==> config.mk <==
export PLATFORM = sky130hd
export DESIGN_NAME = mult_booth_ctrl
export DESIGN_NICKNAME = d
export VERILOG_FILES = /design/src/rtl/mult_booth_ctrl.sv
export SDC_FILE = /design/constraint.sdc
export NUM_CORES = 1
export LEC_CHECK = 0
export CORE_AREA = 2 2 39 41
export CTS_BUF_LIST = sky130_fd_sc_hd__clkbuf_8
export DETAILED_ROUTE_END_ITERATION = 8
export DIE_AREA = 0 0 41 43
export PLACE_DENSITY = 0.7
export SYNTH_ARGS = -nofsm -noshare
export SYNTH_HDL_FRONTEND = slang
export SYNTH_SLANG_ARGS = --single-unit
==> constraint.sdc <==
create_clock -name clk -period 1.7 [get_ports clk]
set_input_delay 0.34 -clock clk [delete_from_list [all_inputs] [get_ports clk]]
set_output_delay 0.34 -clock clk [all_outputs]
set_load 0.02 [all_outputs]
==> src/rtl/mult_booth_ctrl.sv <==
`default_nettype none
// ============================================================================
//  Module      : mult_booth_ctrl
//  Description : Control FSM for a radix-2 Booth sequential multiplier.
//                Sequences LOAD, N x (EVAL, SHIFT) and DONE. The outputs are
//                strobes that drive an external {HQ, LQ, Q-1} datapath.
//  Revision    : 1.0 - initial release
// ============================================================================
module mult_booth_ctrl #(
    parameter int N = 8
) (
    input  logic       clk,
    input  logic       rst,
    input  logic       start,
    input  logic       abort,
    input  logic [1:0] Q_LSB,
    output logic       load_A,
    output logic       load_B,
    output logic       clr_dp,
    output logic       load_add,
    output logic       add_sub,
    output logic       shift_HQ_LQ_Q_1,
    output logic       busy,
    output logic       done
);

    localparam int            CW   = $clog2(N) + 1;
    localparam logic [CW-1:0] LAST = CW'(N - 1);

    typedef enum logic [2:0] {
        S_IDLE  = 3'd0,
        S_LOAD  = 3'd1,
        S_EVAL  = 3'd2,
        S_SHIFT = 3'd3,
        S_DONE  = 3'd4
    } state_t;

    state_t        state_q, state_d;
    logic [CW-1:0] cnt_q,   cnt_d;

    // State and iteration counter registers; reset overrides start and abort.
    always_ff @(posedge clk) begin
        if (rst) begin
            state_q <= S_IDLE;
            cnt_q   <= '0;
        end else begin
            state_q <= state_d;
            cnt_q   <= cnt_d;
        end
    end

    // Next-state and counter logic; abort only matters in LOAD/EVAL/SHIFT.
    always_comb begin
        state_d = state_q;
        cnt_d   = cnt_q;
        case (state_q)
            S_IDLE: begin
                if (start) begin
                    state_d = S_LOAD;
                end
            end
            S_LOAD: begin
                cnt_d   = '0;
                state_d = abort ? S_IDLE : S_EVAL;
            end
            S_EVAL: begin
                if (abort) begin
                    state_d = S_IDLE;
                    cnt_d   = '0;
                end else begin
                    state_d = S_SHIFT;
                end
            end
            S_SHIFT: begin
                if (abort) begin
                    state_d = S_IDLE;
                    cnt_d   = '0;
                end else if (cnt_q == LAST) begin
                    state_d = S_DONE;
                    cnt_d   = '0;
                end else begin
                    state_d = S_EVAL;
                    cnt_d   = cnt_q + 1'b1;
                end
            end
            S_DONE: begin
                state_d = S_IDLE;
                cnt_d   = '0;
            end
            default: begin
                state_d = S_IDLE;
                cnt_d   = '0;
            end
        endcase
    end

    // Output decode from state and the Booth pair; forced low while in reset.
    always_comb begin
        load_A          = 1'b0;
        load_B          = 1'b0;
        clr_dp          = 1'b0;
        load_add        = 1'b0;
        add_sub         = 1'b0;
        shift_HQ_LQ_Q_1 = 1'b0;
        busy            = 1'b0;
        done            = 1'b0;
        if (!rst) begin
            case (state_q)
                S_LOAD: begin
                    load_A = 1'b1;
                    load_B = 1'b1;
                    clr_dp = 1'b1;
                    busy   = 1'b1;
                end
                S_EVAL: begin
                    busy = 1'b1;
                    // 01 -> add M, 10 -> subtract M, 00/11 -> no change
                    case (Q_LSB)
                        2'b01: begin
                            load_add = 1'b1;
                            add_sub  = 1'b1;
                        end
                        2'b10: begin
                            load_add = 1'b1;
                            add_sub  = 1'b0;
                        end
                        default: begin
                            load_add = 1'b0;
                            add_sub  = 1'b0;
                        end
                    endcase
                end
                S_SHIFT: begin
                    shift_HQ_LQ_Q_1 = 1'b1;
                    busy            = 1'b1;
                end
                S_DONE: begin
                    done = 1'b1;
                    busy = 1'b1;
                end
                default: begin
                    busy = 1'b0;
                end
            endcase
        end
    end

endmodule
`default_nettype wire
==> reports/metrics.yaml, run 1 <==
syn_to_final_growth_pct: 43.5
seqCellArea_um2: 141
htreeDepth: 1
multi_input_area_um2: 248
whs_path_depth: 2
dr.pass1.iters: 4
peakVddDrop_uv: 502
dp_cells: 82
worstSetupEndpointType: "primary output"
n_antenna_cell: 0
initial_core_util_pct: 31.4
fmax_mhz: 613
drc_errors: 0
syn_inst: 50
crit_type: "in2out"
final_util_pct: 45.0
numCtsBuffers: 3
fin_crit_sh_pct: 95.9
cts_root_buf: "clkbuf_8"
avgViaCountPerCell: 4.88
final_common_cell: "buf_4"
power_mw: 0.465
powerDensity_mw_per_mm2: 745
cts_buffer_depth: 2
r2r_end: "cnt_q[2]$_SDFFE_PP0P_"
cts_sinks: 7
status: "completed"
hold_violations: 0
layout_common_cells: "buf_4 (9), nor2_1 (6), dfxtp_1 (6)"
vias: 420
worstHoldStart: "cnt_q[0]$_SDFFE_PP0P_"
finClkSkew_ns: 0.00265
setup_viol: 0
yosysSeqAreaShare_pct: 32.3
fp.dieArea_mm2: 0.00176
grt_pass1_wl_um: 1510
finish.net_count: 79
core_mm2: 0.00138
gp_congestion: 0.700
crit_fanout: 1
grt_max_degree: 8
hold-path-endpoint: "cnt_q[0]$_SDFFE_PP0P_"
synthesis.area_um2: 434
syn_avg_cell_area_um2: 8.68
grt_pass1_vias: 376
tritoncts: "done"
worstPathArrival_ns: 1.29
synth_fp_nets: 58
routed_wl_um: 926
hold_ws_ns: 0.481
fin_ws_ns: 0.0689
ant_nets: 0
r2r-start: "state_q[0]$_SDFFE_PP0P_"
tightest_slew_ns: 0.322
drtIter0Drc: 4
track_usage_pct: 12.5
drv_cap: 0
dpl.hpwl_um: 721
required_ns: 1.36
synth_warnings: 0
critPathLaunchType: "input port"
rsz0062_at_grt: "no"
place_ws_ns: -0.649
port_buffers: 13
hold_class: "reg2reg"
antenna_found_initial: 0
num_io_pins: 14
nFillCells: 156
r2r_slack_ns: 0.45
synth.distinct_cells: 27
path_clk_slew_ns: 0.04
cts_hold_buf: 0
die_y_um: 43
layout-drive-gt1-share_pct: 34.3
fin_crit_ns: 1.63
fp-row-count: 14
avgRoutedWirePerCell_um: 10.8
die_w_um: 41
stdcell_count: 86
drv_slew: 0
max-slew-margin-rel_pct: 78.5
power_leakage_nw: 0.278
worst_skew_pair.late_latency_ns: 0.23
rr_worst_depth: 4
overflow: 0
synth_seq_cells: 7
stage by stage:
stage          TNS (ns)  cell area (µm²)
5_1_grt               0              623
4_1_cts               0              623
2_1_floorplan         0              439
6_report              0              623
3_3_place_gp      -4.05              611
3_5_place_dp      -4.17              611
report_power, final:
group          total (mW)  leakage, nW  internal, mW  switching (mW)
logic              0.0642        0.194        0.0335          0.0307
registers           0.172       0.0571         0.168         0.00414
clock network       0.228       0.0269         0.156          0.0723
cells in the mapped netlist:
cell | instances | area [µm²]
nand3b_1 | 2 | 15.0
mux2i_1 | 1 | 10.0
xor2_1 | 1 | 8.76
buf_2 | 1 | 5.00
or3_1 | 1 | 6.26
buf_4 | 3 | 22.5
and4bb_4 | 1 | 16.3
a211oi_2 | 1 | 12.5
a311oi_1 | 1 | 8.76
inv_1 | 4 | 15.0
buf_6 | 1 | 11.3
o32ai_1 | 1 | 8.76
nand3_1 | 1 | 5.00
a22oi_1 | 1 | 7.51
nor4b_1 | 1 | 8.76
a21oi_1 | 3 | 15.0
or2_1 | 1 | 6.26
nor2_1 | 6 | 22.5
nand2_1 | 3 | 11.3
nor3_1 | 1 | 5.00
nor4b_2 | 1 | 15.0
nor4_1 | 2 | 12.5
nor3b_1 | 1 | 7.51
nand2b_1 | 1 | 6.26
and3_1 | 1 | 6.26
ha_1 | 2 | 25.0
dfxtp_1 | 7 | 140
worst max-delay path, cell delays in order:
cell	delay (ns)
dlygate4sd2_1	0.23
ha_1	0.29
nor4b_2	0.25
buf_4	0.18
layer usage:
layer	wire length, µm	track usage (%)	up-vias
met5	0	0	-
met1	443	15.3	188
met3	66	3.14	3
met2	390	18.4	14
met4	25	8.00	0
li1	-	-	215
repair_timing:
item                                    CTS  global route
gates resized for setup                  33             4
pin swaps                                 3             2
buffers inserted                          0             0
endpoints found under the setup margin    8             2
area by class of cell:
type | count | area share [%]
Clock buffer | 3 | 6.63
Clock inverter | 1 | 0.602
Inverter | 4 | 2.41
Multi-Input combinational cell | 34 | 39.8
Sequential cell | 7 | 22.7
Tap cell | 16 | 3.21
Timing Repair Buffer | 21 | 24.7
how the worst max path moves through the flow:
stage                                  from  endpoint  slack [ns]  depth (start not counted)
finish                             Q_LSB[0]  load_add        0.07                          4
detailed placement                 Q_LSB[1]  load_add       -0.65                          5
global route                       Q_LSB[0]  load_add       0.006                          4
CTS                 state_q[1]$_SDFFE_PP0P_      busy       0.004                          4
floorplan           state_q[2]$_SDFFE_PP0P_    load_A        0.05                          4
global placement                   Q_LSB[1]  load_add       -0.61                          5
cell families after synthesis:
logic type | after synthesis | synth area share [%]
AOI/OAI and AO/OA | 7 | 12.1
xor gates and xnor gates | 1 | 2.02
adders and majority gates | 2 | 5.76
buffers and inverters | 9 | 12.4
DFF | 7 | 32.3
muxes | 1 | 2.31
and+or+nand+nor | 23 | 33.1
sequential cells by signal (all words and copies together), names as in the netlist:
register / flops
cnt_q: 4
state_q: 3
No activity file was read; power rests on OpenSTA's default activity.
==> run 2: changes to the inputs <==
Settings changed: CTS_CLUSTER_DIAMETER from default to 150.
==> results of run 2 <==
Final layout, timing and power as in run 1 (identical DEF).
